**src/rtl/layer_train_sequencer_if.sv**
```systemverilog
// Sample-stream handshake between a sample producer and layer_train_sequencer.
// The producer drives s_valid/s_in/s_expected/s_last; the sequencer returns s_ready.
interface layer_train_sequencer_if #(
  parameter int unsigned N = 16,
  parameter int unsigned M = 16,
  parameter int unsigned W = 8
);
  logic                  s_valid;
  logic                  s_ready;
  logic [N-1:0][W-1:0]   s_in;
  logic [M-1:0][W-1:0]   s_expected;
  logic                  s_last;

  modport master (
    output s_valid,
    output s_in,
    output s_expected,
    output s_last,
    input  s_ready
  );

  modport slave (
    input  s_valid,
    input  s_in,
    input  s_expected,
    input  s_last,
    output s_ready
  );
endinterface

```
**src/rtl/layer_train_sequencer.sv**
```systemverilog
// Feeds queued training samples to a learning layer one at a time and tracks per-epoch error.
// Optional macro SEQ_ERROR_ACCUM_EN enables the absolute-error accumulator and err_sum.
module layer_train_sequencer #(
  parameter int unsigned N      = 16,
  parameter int unsigned M      = 16,
  parameter int unsigned DEPTH  = 4,
  parameter int unsigned SETTLE = 2,
  parameter int unsigned W      = 8
) (
  input  logic                      clock,
  input  logic                      reset_n,
  input  logic                      enable,
  input  logic                      learn_mode,
  layer_train_sequencer_if.slave    s,
  output logic                      layer_valid,
  output logic                      layer_learn,
  output logic [N-1:0][W-1:0]       layer_in,
  output logic [M-1:0][W-1:0]       layer_expected_out,
  input  logic [M-1:0][W-1:0]       layer_out,
  output logic [W+7:0]              err_sum,
  output logic [15:0]               sample_count,
  output logic                      epoch_done,
  output logic                      busy
);

  localparam int unsigned ERRW  = W + 8;
  localparam int unsigned PtrW  = $clog2(DEPTH);
  localparam int unsigned CntW  = $clog2(DEPTH + 1);
  localparam int unsigned WaitW = $clog2(SETTLE + 1);

  typedef enum logic [2:0] {
    StIdle,
    StLoad,
    StPresent,
    StWait,
    StCapture
  } state_e;

  state_e state_q, state_d;

  // Sample FIFO storage and pointers.
  logic [N-1:0][W-1:0] fifo_in   [DEPTH];
  logic [M-1:0][W-1:0] fifo_exp  [DEPTH];
  logic                fifo_last [DEPTH];
  logic [PtrW-1:0]     wr_ptr_q, rd_ptr_q;
  logic [CntW-1:0]     count_q;
  logic                fifo_empty;
  logic                push, pop;

  logic [N-1:0][W-1:0] layer_in_q;
  logic [M-1:0][W-1:0] layer_exp_q;
  logic                last_q;
  logic                learn_q;
  logic [WaitW-1:0]    wait_cnt_q;
  logic [15:0]         sample_count_q;
  logic                capture;

  // s_ready comes from the registered count only, so it never sees the pop combinationally.
  assign s.s_ready  = (count_q != CntW'(DEPTH));
  assign fifo_empty = (count_q == '0);
  assign push       = s.s_valid && s.s_ready;
  assign pop        = (state_q == StLoad);
  assign capture    = (state_q == StCapture);

  always_ff @(posedge clock) begin
    if (push) begin
      fifo_in[wr_ptr_q]   <= s.s_in;
      fifo_exp[wr_ptr_q]  <= s.s_expected;
      fifo_last[wr_ptr_q] <= s.s_last;
    end
  end

  always_ff @(posedge clock) begin
    if (!reset_n) begin
      wr_ptr_q <= '0;
      rd_ptr_q <= '0;
      count_q  <= '0;
    end else begin
      if (push) wr_ptr_q <= wr_ptr_q + PtrW'(1);
      if (pop)  rd_ptr_q <= rd_ptr_q + PtrW'(1);
      case ({push, pop})
        2'b10:   count_q <= count_q + CntW'(1);
        2'b01:   count_q <= count_q - CntW'(1);
        default: count_q <= count_q;
      endcase
    end
  end

  always_ff @(posedge clock) begin
    if (!reset_n) begin
      state_q <= StIdle;
    end else begin
      state_q <= state_d;
    end
  end

  always_comb begin
    state_d = state_q;
    case (state_q)
      StIdle:    if (enable && !fifo_empty) state_d = StLoad;
      StLoad:    state_d = StPresent;
      StPresent: state_d = StWait;
      StWait:    if (wait_cnt_q == WaitW'(SETTLE - 1)) state_d = StCapture;
      StCapture: state_d = StIdle;
      default:   state_d = StIdle;
    endcase
  end

  always_ff @(posedge clock) begin
    if (!reset_n) begin
      wait_cnt_q <= '0;
    end else if (state_q == StWait) begin
      wait_cnt_q <= wait_cnt_q + WaitW'(1);
    end else begin
      wait_cnt_q <= '0;
    end
  end

  // Held sample: stable from one LOAD until the next.
  always_ff @(posedge clock) begin
    if (!reset_n) begin
      layer_in_q  <= '0;
      layer_exp_q <= '0;
      last_q      <= 1'b0;
      learn_q     <= 1'b0;
    end else if (pop) begin
      layer_in_q  <= fifo_in[rd_ptr_q];
      layer_exp_q <= fifo_exp[rd_ptr_q];
      last_q      <= fifo_last[rd_ptr_q];
      learn_q     <= learn_mode;
    end
  end

  always_ff @(posedge clock) begin
    if (!reset_n) begin
      sample_count_q <= '0;
    end else if (capture) begin
      if (last_q) begin
        sample_count_q <= '0;
      end else if (sample_count_q != 16'hFFFF) begin
        sample_count_q <= sample_count_q + 16'd1;
      end
    end
  end

`ifdef SEQ_ERROR_ACCUM_EN
  localparam int unsigned SumW = ERRW + 1;

  logic [ERRW-1:0] acc_q, err_sum_q, acc_next;
  logic [SumW-1:0] err_add, acc_sum;

  always_comb begin
    err_add = '0;
    for (int k = 0; k < int'(M); k++) begin
      if (layer_out[k] > layer_exp_q[k]) begin
        err_add = err_add + SumW'(layer_out[k] - layer_exp_q[k]);
      end else begin
        err_add = err_add + SumW'(layer_exp_q[k] - layer_out[k]);
      end
    end
    acc_sum  = {1'b0, acc_q} + err_add;
    acc_next = acc_sum[ERRW] ? '1 : acc_sum[ERRW-1:0];
  end

  always_ff @(posedge clock) begin
    if (!reset_n) begin
      acc_q     <= '0;
      err_sum_q <= '0;
    end else if (capture) begin
      if (last_q) begin
        err_sum_q <= acc_next;
        acc_q     <= '0;
      end else begin
        acc_q <= acc_next;
      end
    end
  end

  assign err_sum = err_sum_q;
`else
  logic unused_layer_out;
  assign unused_layer_out = ^layer_out;
  assign err_sum          = '0;
`endif

  assign layer_valid        = (state_q == StPresent);
  assign layer_learn        = (state_q == StPresent) && learn_q;
  assign layer_in           = layer_in_q;
  assign layer_expected_out = layer_exp_q;
  assign sample_count       = sample_count_q;
  assign epoch_done         = capture && last_q;
  assign busy               = (state_q != StIdle);

endmodule

```
**src/flat_wrapper.sv**
```systemverilog
// flat-port wrapper written by rule: the top's interface ports become plain ports
module layer_train_sequencer_flat 
#(
  parameter int unsigned N      = 16,
  parameter int unsigned M      = 16,
  parameter int unsigned DEPTH  = 4,
  parameter int unsigned SETTLE = 2,
  parameter int unsigned W      = 8
)
  (clock, reset_n, enable, learn_mode, layer_valid, layer_learn, layer_in, layer_expected_out, layer_out, err_sum, sample_count, epoch_done, busy, s_s_valid, s_s_in, s_s_expected, s_s_last, s_s_ready);
  layer_train_sequencer_if #(.N(N), .M(M), .W(W)) s_i ();
  input  logic clock;
  input  logic reset_n;
  input  logic enable;
  input  logic learn_mode;
  output logic layer_valid;
  output logic layer_learn;
  output logic [N-1:0][W-1:0] layer_in;
  output logic [M-1:0][W-1:0] layer_expected_out;
  input  logic [M-1:0][W-1:0] layer_out;
  output logic [W+7:0] err_sum;
  output logic [15:0] sample_count;
  output logic epoch_done;
  output logic busy;
  input wire logic [$bits(s_i.s_valid)-1:0] s_s_valid;
  input wire logic [$bits(s_i.s_in)-1:0] s_s_in;
  input wire logic [$bits(s_i.s_expected)-1:0] s_s_expected;
  input wire logic [$bits(s_i.s_last)-1:0] s_s_last;
  output wire logic [$bits(s_i.s_ready)-1:0] s_s_ready;
  assign s_i.s_valid = s_s_valid;
  assign s_i.s_in = s_s_in;
  assign s_i.s_expected = s_s_expected;
  assign s_i.s_last = s_s_last;
  assign s_s_ready = s_i.s_ready;
  layer_train_sequencer #(.N(N), .M(M), .DEPTH(DEPTH), .SETTLE(SETTLE), .W(W)) u_core (.clock(clock), .reset_n(reset_n), .enable(enable), .learn_mode(learn_mode), .s(s_i), .layer_valid(layer_valid), .layer_learn(layer_learn), .layer_in(layer_in), .layer_expected_out(layer_expected_out), .layer_out(layer_out), .err_sum(err_sum), .sample_count(sample_count), .epoch_done(epoch_done), .busy(busy));
endmodule
```
**config.mk**
```make
export PLATFORM = sky130hd
export DESIGN_NAME = layer_train_sequencer_flat
export DESIGN_NICKNAME = d
export VERILOG_FILES = /design/src/rtl/layer_train_sequencer_if.sv /design/src/rtl/layer_train_sequencer.sv /design/src/flat_wrapper.sv
export SDC_FILE = /design/constraint.sdc
export NUM_CORES = 1
export LEC_CHECK = 0
export ABC_AREA = 1
export BUFFER_PORTS_ARGS = -buffer_cell sky130_fd_sc_hd__buf_2
export CORE_MARGIN = 2
export CORE_UTILIZATION = 50
export DETAILED_ROUTE_END_ITERATION = 10
export GPL_TIMING_DRIVEN = 1
export PLACE_DENSITY = 0.71
export SYNTH_ARGS = -nofsm -noshare
export SYNTH_HDL_FRONTEND = slang
export SYNTH_SLANG_ARGS = --single-unit
```
**constraint.sdc**
```tcl
create_clock -name clock -period 37.1 [get_ports clock]
set_input_delay 1.855 -clock clock [delete_from_list [all_inputs] [get_ports clock]]
set_output_delay 1.855 -clock clock [all_outputs]
set_load 0.005 [all_outputs]
```
==> qor.csv <==
metric;value;unit
status;finished, final reports clean;
end_kind;flop;
seq_area_frac_synth;74.3;%
worstSetupStartpointType;primary input;
crit_arrival;5.08;ns
timing.hold.ws;0.435;ns
syn_area;49200;um^2
clockBufferDepth;3;
rsz0062_at_grt;no;
gp_congestion;0.836;
hold_path_class;flop to flop;
power;4.16;mW
tns;0;ns
setup_ws;32.37;ns
ys_types;31;
crit_path_cell_trace;buf_2 -> nand2_1 -> nor2_4 -> buf_4 -> buf_4;
path_depth;5;
p_sw;1.24;mW
slowest_stage;nor2_4;
utilization;58.4;%
yosys_warnings;0;
post-route-drc-count;0;
cp_top_family;buffers and inverters;
numPortBuffers;538;
hold_violations;0;
min_path_cells;1;
row_count;115;
wl_per_cell;20.4;um
p_sw_share;29.8;%
worst_pin_slew;1.30;ns
hold_buffers;0;
clock_skew;0.0291;ns
pre_cts_ws;31.56;ns
cts_tree;built;
period_share;12.7;%
nFillCells;7662;
seqPwrFrac;45.6;%
p_per_area;72.6;nW/um^2
cts_resized;0;
finalNetCount;4721;
worstPathRequired;37.45;ns
synth_seq_cells;1314;
finalMaxSlewViolations;0;
start_util;50.2;%
postCtsSetupRepairBufs;0;
drive_gt1_share;17.6;%
maxCapViolCount;0;
finalWirelength;117;mm
dpl.hpwl;60.6;mm
rr_worst_depth;6;
p_comb_share;21.9;%
ir_drop;0.0501;mV
overflow;0;
die_x;318;um
io-pin-count;683;
path_clk_slew;0.06;ns
syn_avg_cell_area;12.7;um^2
grt_pass1_wl;178;mm
areaGrowthSynthToFinish;16.3;%
grt_max_degree;192;
path_max_fanout;62;
vias_per_cell;5.53;
core_area;98000;um^2
htree_num_levels;4;
cp_common_cell;buf_4;
slew_headroom;13.0;%
cts-buffers-inserted;133;
drt_iter0_markers;2671;
p_leak;22.3;nW
synthCells;3883;
grt_pass1_vias;30700;
cts_num_sinks;1314;
p_int;2.92;mW
die_h;318;um
fin_crit;4.73;ns
design.die.area;101000;um^2
worstSetupPathType;primary input to flop;
clk_latency;0.74;ns
cp.buffers_inverters;3;
track_usage;22.7;%
root_buffer;clkbuf_16;
antenna_found_initial;52;
slowest_delay;0.94;ns
clockPowerShare;32.4;%
setup_violations;0;
drt_first_pass_iters;6;
vias;31720;
max_freq;211;MHz
postRouteAntennaNets;0;
-- synth_stat cells (all sizes together) --
library cell	number	area, um^2
o31ai	1	7.51
nor3	4	25.0
a31oi	2	12.5
conb	1	3.75
nor4	1	6.26
dfxtp	286	5730
fa	1	20.0
edfxtp	1028	30900
nand4	5	37.5
o21bai	257	1930
o21ai	784	3920
clkbuf	146	551
inv	301	1130
ha	7	87.6
nand3	28	140
a21oi	19	95.1
nor2	560	2100
nand2	62	235
o22ai	257	1610
buf	132	714
and2	1	6.26
-- per-layer routing --
layer	up-vias	part of all wire [%]	GRT usage [%]	routed length, um
li1	14863	-	-	-
met1	15540	40	27.8	47100
met2	1023	48	37.9	55900
met3	236	9.1	7.50	10700
met4	58	2.5	8.05	2960
met5	-	0.31	0	364
-- power by group through the flow --
| stage | Combinational [mW] | Sequential (mW) | Clock, mW |
|---|---|---|---|
| finish | 0.913 | 1.90 | 1.35 |
| global placement | 0.898 | 1.92 | 0 |
| detailed placement | 0.914 | 1.92 | 0 |
| floorplan | 0.561 | 1.96 | 0 |
| global route | 1.02 | 1.92 | 1.43 |
| CTS | 0.921 | 1.90 | 1.37 |
-- logic make-up (layout without fill, tap and decap cells) --
logic type      Yosys count  in the layout  synth area share (%)
simple gates            661            661                  5.19
compound gates         1320           1320                  15.4
fa+ha+maj                 8              8                 0.219
flops                  1314           1314                  74.3
other cells               1             39               0.00762
buf+inv                 579           1112                  4.86
-- through the flow --
stage                     cell area [um^2]  cells
after floorplan                      49300   3898
after global placement               52700   5475
after detailed placement             52700   5475
after CTS                            57200   5718
after global routing                 57200   5733
final                                57200   5741
-- worst register-to-register path, cell delays in order (launching register included) --
cell and delay [ns]:
dfxtp_1 0.36, inv_1 0.09, nand3_1 0.13, nand2_1 0.37, nor2_4 0.94, buf_4 0.93, buf_4 0.88
-- sequential cells by signal (all words and copies together), names as in the netlist, 3 cells and up --
| name | count |
|---|---|
| u_core.layer_in | 128 |
| u_core.fifo_exp | 512 |
| u_core.fifo_in | 512 |
| u_core.fifo_last | 4 |
| u_core.state_q | 3 |
| u_core.count_q | 3 |
| u_core.sample_count | 16 |
| u_core.layer_expected_out | 128 |
-- worst paths after layout --
check / from / endpoint / slack (ns)
setup / recovery: s_s_valid / u_core.fifo_in[1][104]$_DFFE_PP_ / 32.37
hold / removal: u_core.wait_cnt_q[0]$_SDFF_PN0_ / u_core.wait_cnt_q[0]$_SDFF_PN0_ / 0.43
setup reg to reg: u_core.count_q[1]$_SDFFE_PN0P_ / u_core.fifo_in[1][104]$_DFFE_PP_ / 32.95
hold reg to reg: u_core.wait_cnt_q[0]$_SDFF_PN0_ / u_core.wait_cnt_q[0]$_SDFF_PN0_ / 0.43
-- cells in the final DEF, fill, tap and decap left out, types with 2 or more instances in the layout --
| master | n |
|---|---|
| clkbuf_1 | 41 |
| inv_6 | 4 |
| a21oi_1 | 19 |
| buf_4 | 23 |
| dfxtp_4 | 2 |
| inv_1 | 297 |
| o21ai_0 | 684 |
| nand4_1 | 4 |
| o21ai_1 | 100 |
| diode_2 | 23 |
| inv_8 | 3 |
| a31oi_1 | 2 |
| dfxtp_1 | 284 |
| clkinv_8 | 4 |
| clkinv_2 | 15 |
| o22ai_1 | 257 |
| conb_1 | 16 |
| edfxtp_1 | 1028 |
| clkbuf_8 | 17 |
| bufinv_16 | 12 |
| clkbuf_16 | 139 |
| buf_2 | 537 |
| nor2_1 | 555 |
| nor2_4 | 4 |
| nand3_1 | 27 |
| nand2_1 | 61 |
| nor3_1 | 3 |
| clkinv_1 | 7 |
| ha_1 | 7 |
| clkinvlp_4 | 2 |
| o21bai_1 | 257 |
| clkinv_4 | 2 |
| buf_12 | 7 |
-- cell type report --
type / count / area [um^2] / share of cell area [%]
Sequential cell: 1314 / 36600 / 63.9
Multi-Input combinational cell: 2005 / 10300 / 18.1
Clock buffer: 196 / 3850 / 6.73
Timing Repair Buffer: 568 / 3010 / 5.27
Tap cell: 1287 / 1610 / 2.81
Inverter: 301 / 1150 / 2.01
Clock inverter: 47 / 614 / 1.07
Antenna cell: 23 / 57.6 / 0.101
(Power assumes the default switching activity.)
